File: src/rtl/instruction_loader.sv
`default_nettype none
// ============================================================================
// Module      : instruction_loader
// Description : Collects UART bytes, packs them MSB-first into instruction
//               words and writes them sequentially into instruction memory
//               from address 0. A load ends in DONE once the HALT word has
//               been written, or in ERROR when the last address is written
//               with a word other than HALT.
// Revision    : 1.0 - initial release
// ----------------------------------------------------------------------------
// Ports
//   i_clock        in   system clock, rising edge
//   i_reset        in   synchronous active-high reset
//   i_start_load   in   arms a new load from IDLE, DONE or ERROR
//   i_rx_data      in   received byte (NB_DATA)
//   i_rx_valid     in   one-cycle strobe per received byte
//   o_imem_wr_en   out  one-cycle write strobe to instruction memory
//   o_imem_addr    out  word address of the write (NB_ADDR)
//   o_imem_data    out  packed instruction word (NB_INSTRUCTION)
//   o_busy         out  load in progress
//   o_load_done    out  HALT word written
//   o_load_error   out  memory filled without HALT
//   o_instr_count  out  words written in current/last load (NB_ADDR+1)
// ============================================================================
module instruction_loader #(
  parameter int NB_DATA        = 8,
  parameter int NB_INSTRUCTION = 32,
  parameter int NB_ADDR        = 8,
  parameter logic [NB_INSTRUCTION-1:0] HALT_WORD = 32'hFFFF_FFFF
) (
  input  logic                      i_clock,
  input  logic                      i_reset,
  input  logic                      i_start_load,
  input  logic [NB_DATA-1:0]        i_rx_data,
  input  logic                      i_rx_valid,
  output logic                      o_imem_wr_en,
  output logic [NB_ADDR-1:0]        o_imem_addr,
  output logic [NB_INSTRUCTION-1:0] o_imem_data,
  output logic                      o_busy,
  output logic                      o_load_done,
  output logic                      o_load_error,
  output logic [NB_ADDR:0]          o_instr_count
);

  localparam logic [1:0] ST_IDLE    = 2'd0;
  localparam logic [1:0] ST_RECEIVE = 2'd1;
  localparam logic [1:0] ST_DONE    = 2'd2;
  localparam logic [1:0] ST_ERROR   = 2'd3;

  localparam logic [NB_ADDR-1:0] LAST_ADDR = '1;

  logic [1:0]                state;
  logic [1:0]                next_state;
  logic [1:0]                byte_cnt;
  logic [NB_INSTRUCTION-1:0] word_sr;
  logic                      wr_en;
  logic [NB_ADDR-1:0]        addr;
  logic [NB_INSTRUCTION-1:0] wr_data;
  logic [NB_ADDR:0]          count;
  logic                      busy;
  logic                      load_done;
  logic                      load_error;

  logic                      busy_d;
  logic                      done_d;
  logic                      error_d;

  logic                      accept_byte;
  logic                      word_complete;
  logic                      start_accept;
  logic                      write_is_halt;
  logic                      write_at_end;
  logic [NB_INSTRUCTION-1:0] packed_word;

  assign accept_byte   = (state == ST_RECEIVE) && i_rx_valid;
  assign word_complete = accept_byte && (byte_cnt == 2'd3);
  assign start_accept  = i_start_load && (state != ST_RECEIVE);
  assign packed_word   = {word_sr[NB_INSTRUCTION-NB_DATA-1:0], i_rx_data};

  // Termination is decided in the write cycle itself, from the registered
  // word and address, so the state change lands on the edge the strobe drops.
  assign write_is_halt = wr_en && (wr_data == HALT_WORD);
  assign write_at_end  = wr_en && (addr == LAST_ADDR);

  // State register, together with the registered status flags
  always_ff @(posedge i_clock) begin
    if (i_reset) begin
      state      <= ST_IDLE;
      busy       <= 1'b0;
      load_done  <= 1'b0;
      load_error <= 1'b0;
    end else begin
      state      <= next_state;
      busy       <= busy_d;
      load_done  <= done_d;
      load_error <= error_d;
    end
  end

  // Next-state logic
  always_comb begin
    next_state = state;
    case (state)
      ST_IDLE, ST_DONE, ST_ERROR: begin
        if (i_start_load) next_state = ST_RECEIVE;
      end
      ST_RECEIVE: begin
        // HALT wins over a full memory
        if (write_is_halt)     next_state = ST_DONE;
        else if (write_at_end) next_state = ST_ERROR;
      end
      default: next_state = ST_IDLE;
    endcase
  end

  // Output logic: flags follow the state being entered so they are
  // registered alongside it
  always_comb begin
    busy_d  = (next_state == ST_RECEIVE);
    done_d  = (next_state == ST_DONE);
    error_d = (next_state == ST_ERROR);
  end

  // Datapath: byte packing, write strobe, address and word count
  always_ff @(posedge i_clock) begin
    if (i_reset) begin
      byte_cnt <= 2'd0;
      word_sr  <= '0;
      wr_en    <= 1'b0;
      wr_data  <= '0;
      addr     <= '0;
      count    <= '0;
    end else begin
      wr_en <= word_complete;
      if (word_complete) wr_data <= packed_word;

      if (start_accept) begin
        // A partial word from an earlier load is dropped here
        byte_cnt <= 2'd0;
        word_sr  <= '0;
        addr     <= '0;
        count    <= '0;
      end else begin
        if (accept_byte) begin
          word_sr  <= packed_word;
          byte_cnt <= byte_cnt + 2'd1;
        end
        if (wr_en) begin
          count <= count + (NB_ADDR+1)'(1);
          // The last address is held rather than wrapping to 0
          if (addr != LAST_ADDR) addr <= addr + NB_ADDR'(1);
        end
      end
    end
  end

  assign o_imem_wr_en  = wr_en;
  assign o_imem_addr   = addr;
  assign o_imem_data   = wr_data;
  assign o_busy        = busy;
  assign o_load_done   = load_done;
  assign o_load_error  = load_error;
  assign o_instr_count = count;

endmodule
`default_nettype wire

File: config.mk
export PLATFORM = sky130hd
export DESIGN_NAME = instruction_loader
export DESIGN_NICKNAME = d
export VERILOG_FILES = /design/src/rtl/instruction_loader.sv
export SDC_FILE = /design/constraint.sdc
export NUM_CORES = 1
export LEC_CHECK = 0
export BUFFER_PORTS_ARGS = -buffer_cell sky130_fd_sc_hd__buf_2
export CAP_MARGIN = 10
export CORE_ASPECT_RATIO = 2
export CORE_MARGIN = 5
export CORE_UTILIZATION = 25
export DETAILED_ROUTE_END_ITERATION = 8
export GPL_ROUTABILITY_DRIVEN = 0
export PLACE_DENSITY = 0.42
export RECOVER_POWER = 25
export SYNTH_ARGS = -nofsm -noshare
export SYNTH_HDL_FRONTEND = slang
export SYNTH_SLANG_ARGS = --single-unit
File: constraint.sdc
create_clock -name i_clock -period 2 [get_ports i_clock]
set_clock_uncertainty 0.1 [all_clocks]
set_input_delay 0.1 -clock i_clock [delete_from_list [all_inputs] [get_ports i_clock]]
set_output_delay 0.1 -clock i_clock [all_outputs]
set_load 0.02 [all_outputs]
# Yosys cells after proc, flatten, opt, wreduce, memory -nomap -nowiden
# Index checks and enable logic that the tools add are counted.
# classes
add_sub_neg,3
eq_ne,11
n_mux,4
reduce_logical,9
# op_table
op,count
$eq 32x32->1 const B,1
$eq 2x2->1 const B,5
$add 9x1->9 const B,1
$add 8x1->8 const B,1
$eq 8x8->1 const B,1
$ne 8x8->1 const B,1
$mux 2,3
$logic_and 1x1->1,5
$eq 2x1->1 const B,2
$pmux 2 s2,1
$reduce_or 3->1,1
$add 2x1->2 const B,1
$logic_not 2->1,1
$ne 2x1->1 const B,1
$reduce_and 2->1,1
$reduce_or 2->1,1
# word_totals
reg_bits,81
inputBits,12

# Depth between registers and ports, before layout
# logic_depth
depth_word,6
mapped_depth,7

# Least setup slack after synthesis
# No wires, ideal clock.
# synth_timing
path_type,flip-flop to flip-flop
startpoint,register addr[0] (netlist: o_imem_addr[0])
endpoint,register addr[7] (netlist: o_imem_addr[7])
setup_time_ns,0.070
arrival_time_ns,1.561
required_time_ns,1.830
path_slack_ns,0.269
stages_incl_launch_ff,6
n_path_buf,0
period_less_slack_ns,1.731
cell_sequence,dfxtp_1 > ha_1 > nand3_1 > o21ai_2 > or4_1 > a21oi_1
# synth_via
elab_chain_cells,2
elab_cells_between_ends,3
classes_between,add/sub (1); eq/ne (1); reduce/logical (1)
# synth_rtl
element,line,source
from (decl),57,logic [NB_ADDR-1:0] addr;
from (signal assigned),151,if (addr != LAST_ADDR) addr <= addr + NB_ADDR'(1);
"parallel branches: the longest is 2 deep, another holds $add 8x1->8",n/a,
# Parallel ways; which one is timed is not known.
# A chain may end at the register's enable or synchronous reset.

# Worst setup path in the final report
# Ends and elaborated chain as after synthesis.

==> flow_metrics.tcl <==
set metrics [dict create \
    rrSetupSlack_ps 230 \
    fin_util 0.323 \
    clock_latency_ps 330 \
    syn_area_per_cell_um2 8.27 \
    finalNetCount 457 \
    endpoint_kind "flip-flop" \
    dieWidth_um 88.3 \
    status "finished, final reports clean" \
    swShare 0.201 \
    combPwrFrac 0.031 \
    worst_pin_slew_ps 431 \
    relSlewSlack 0.710 \
    hp-start "i_start_load" \
    hpwl_um 6760 \
    power.density_nw_per_um2 894 \
    hold_depth 4 \
    dpl_cell_area_um2 3540 \
    synth.cell_area_um2 3060 \
    fillers 1316 \
    crit_arrival_ps 1940 \
    grt_pass1_vias 2797 \
    grt_pass1_wl_um 14600 \
    worst-setup-path-type "flip-flop to flip-flop" \
    timing.rr.start "o_imem_addr[0]$_SDFFE_PP0P_" \
    cp_slowest_cell "or4_1" \
    reg2regPathDepth 5 \
    num_antenna_cells 0 \
    num_vias 2722 \
    fin_cells 593 \
    ios 65 \
    finalSetupViolCount 0 \
    drt-total-wl_um 9030 \
    ant_nets 0 \
    syn_to_final_growth_pct 27.1 \
    min_period_ps 1770 \
    p_clk_frac 0.500 \
    critPathCapture "o_imem_addr[7]$_SDFFE_PP0P_" \
    cts-root-buf "clkbuf_16" \
    drcViolationCount 0 \
    dieHeight_um 167 \
    vias_per_cell 4.59 \
    grt_overflow 0 \
    drive_gt1_frac 0.128 \
    p_int_mw 2.78 \
    multi_input_area_um2 1320 \
    syn_nets 385 \
    timing.rr.end "o_imem_addr[7]$_SDFFE_PP0P_" \
    stdcell_area_um2 3890 \
    start_kind "flip-flop" \
    portBuffers 64 \
    ys_seq_area_frac 0.530 \
    synth-seq-cells 81 \
    yosysWarnings 0 \
    antenna_found_initial 0 \
    cts_resized 0 \
    worstHoldPathType "input pin to flip-flop" \
    clk_path_buf_depth 2 \
    path_cells "ha_1, nand3_1, o21ai_2, or4_1, a21oi_1" \
    cp_max_fo 6 \
    required_ps 2170 \
    dp.cells 570 \
    fin_tns_setup_ps 0 \
    wl_per_cell_um 15.2 \
    rsz0062_at_grt "false" \
    finalHoldViolations 0 \
    startpoint "o_imem_addr[0]$_SDFFE_PP0P_" \
    max_stage_delay_ps 510 \
    syn_inst 370 \
    maxSlewViolCount 0 \
    grt_start_max_net_pins 44 \
    cts_buffers 9 \
    rows 57 \
    power.switching_uw 698 \
    yosysUniqueCellTypes 34 \
    peakVddDrop_mv 0.478 \
    maxCapViolations 0 \
    design.core.area_um2 12100 \
    numClockSinks 81 \
    grt.total_usage 0.130 \
    htreeDepth 3 \
    start_util 0.254 \
    first_pass_iters 4 \
    path_clk_slew_ps 60 \
    max_freq_mhz 565 \
    die_area_um2 14700 \
    min_period_over_period 0.885 \
    drtIter0Drc 136 \
    seq_area_um2 1620 \
    leakage_nw 1.38 \
    p_seq_frac 0.469 \
    cts_tree "built" \
]
==> layer usage <==
layer / share of wire / global-route usage / vias to the layer above
li1: - / - / 1389
met1: 0.37 / 0.132 / 1253
met2: 0.55 / 0.231 / 59
met3: 0.042 / 0.0381 / 21
met4: 0.039 / 0.0658 / 0
met5: 0 / 0 / -
==> cell usage after synthesis <==
library cell | n | area share
inv_1 | 1 | 0.0012
and3_1 | 2 | 0.0041
nor4_1 | 1 | 0.0020
o31ai_1 | 2 | 0.0049
o211ai_1 | 1 | 0.0025
nand3b_1 | 3 | 0.0074
o21ai_0 | 4 | 0.0065
buf_2 | 6 | 0.0098
clkbuf_2 | 1 | 0.0016
xor2_1 | 8 | 0.023
clkbuf_1 | 10 | 0.012
nand3_1 | 6 | 0.0098
mux2i_1 | 2 | 0.0065
o21ai_2 | 1 | 0.0029
a21o_1 | 1 | 0.0025
buf_4 | 2 | 0.0049
or3_1 | 2 | 0.0041
nand4_2 | 1 | 0.0041
ha_1 | 3 | 0.012
nor2_1 | 17 | 0.021
nand2_1 | 120 | 0.15
nor3_1 | 3 | 0.0049
nor3b_1 | 1 | 0.0025
xnor2_1 | 3 | 0.0086
a21oi_1 | 64 | 0.10
nand4_1 | 9 | 0.018
buf_6 | 3 | 0.011
nand2b_1 | 1 | 0.0020
a31oi_1 | 1 | 0.0020
and2_1 | 2 | 0.0041
and3b_1 | 2 | 0.0057
or4_1 | 2 | 0.0049
and4_1 | 4 | 0.011
dfxtp_1 | 81 | 0.53
==> power groups by stage <==
stage	Clock [mW]	Sequential (mW)	Combinational, mW
floorplan	0	1.66	0.0558
global placement	0	1.67	0.0994
detailed placement	0	1.67	0.0992
CTS	1.80	1.63	0.112
global route	1.87	1.63	0.120
finish	1.74	1.63	0.108
==> cells in the final DEF (no fill, tap or decap), types with 3 or more instances in the layout <==
cell / netlist / routed
ha_1: 3 / 3
xor2_1: 8 / 8
o21ai_0: 4 / 4
nor2_1: 17 / 17
nand3b_1: 3 / 3
and4_1: 4 / 4
clkbuf_16: 0 / 9
dfxtp_1: 81 / 81
a21oi_1: 64 / 64
buf_2: 6 / 31
nand3_1: 6 / 6
nand2_1: 120 / 120
nand4_1: 9 / 9
clkbuf_1: 10 / 35
buf_4: 2 / 10
dlygate4sd3_1: 0 / 8
nor3_1: 3 / 3
xnor2_1: 3 / 3
==> timing repair <==
item	CTS	global route
hold endpoints to repair	16	0
hold buffers	8	0
buffers inserted	0	0
==> critical path, delay by kind of cell, from the launching register on <==
family	cells	cell delay, ps
AND/OR/NAND/NOR	2	710
flip-flops	1	340
adder cells (fa/ha/maj)	1	270
AO/OA/AOI/OAI	2	280
==> state kept, by name, indices dropped and copies added, names as in the netlist <==
register,flops
o_imem_addr,8
state,2
o_imem_data,32
o_instr_count,9
word_sr,24
o_load_error,1
byte_cnt,2
o_load_done,1
o_busy,1
o_imem_wr_en,1
==> metrics by stage <==
step	power, mW	setup WS [ps]	hold WS [ps]
6_report	3.48	230	35.7
5_1_grt	3.62	112	51.8
4_1_cts	3.54	230	27.0
3_5_place_dp	1.77	243	263
3_3_place_gp	1.77	305	259
2_1_floorplan	1.72	269	136
==> how the worst min path moves through the flow <==
| stage | slack, ps | to |
|---|---|---|
| finish | 40 | o_load_done$_SDFF_PP0_ |
| CTS | 30 | o_load_done$_SDFF_PP0_ |
| global route | 50 | o_load_done$_SDFF_PP0_ |
| floorplan | 140 | word_sr[0]$_SDFFE_PP0P_ |
| global placement | 260 | word_sr[5]$_SDFFE_PP0P_ |
| detailed placement | 260 | word_sr[5]$_SDFFE_PP0P_ |
==> kinds of logic after synthesis <==
logic type,Yosys count,share of synthesized area
xor+xnor,11,0.0315
mux,2,0.00654
compound gates,74,0.126
flops,81,0.530
buf+inv,23,0.0409
simple gates,176,0.253
fa+ha+maj,3,0.0123
==> area by class of cell <==
class                   instances  share of cell area
clock inverters                 3              0.0167
inverters                       1            0.000965
flip-flops and latches         81               0.417
multi-input cells             266               0.338
clock buffers                  12              0.0634
well taps                     147              0.0473
repair buffers                 83               0.117
Note: power is estimated with default switching activity, not from simulation.
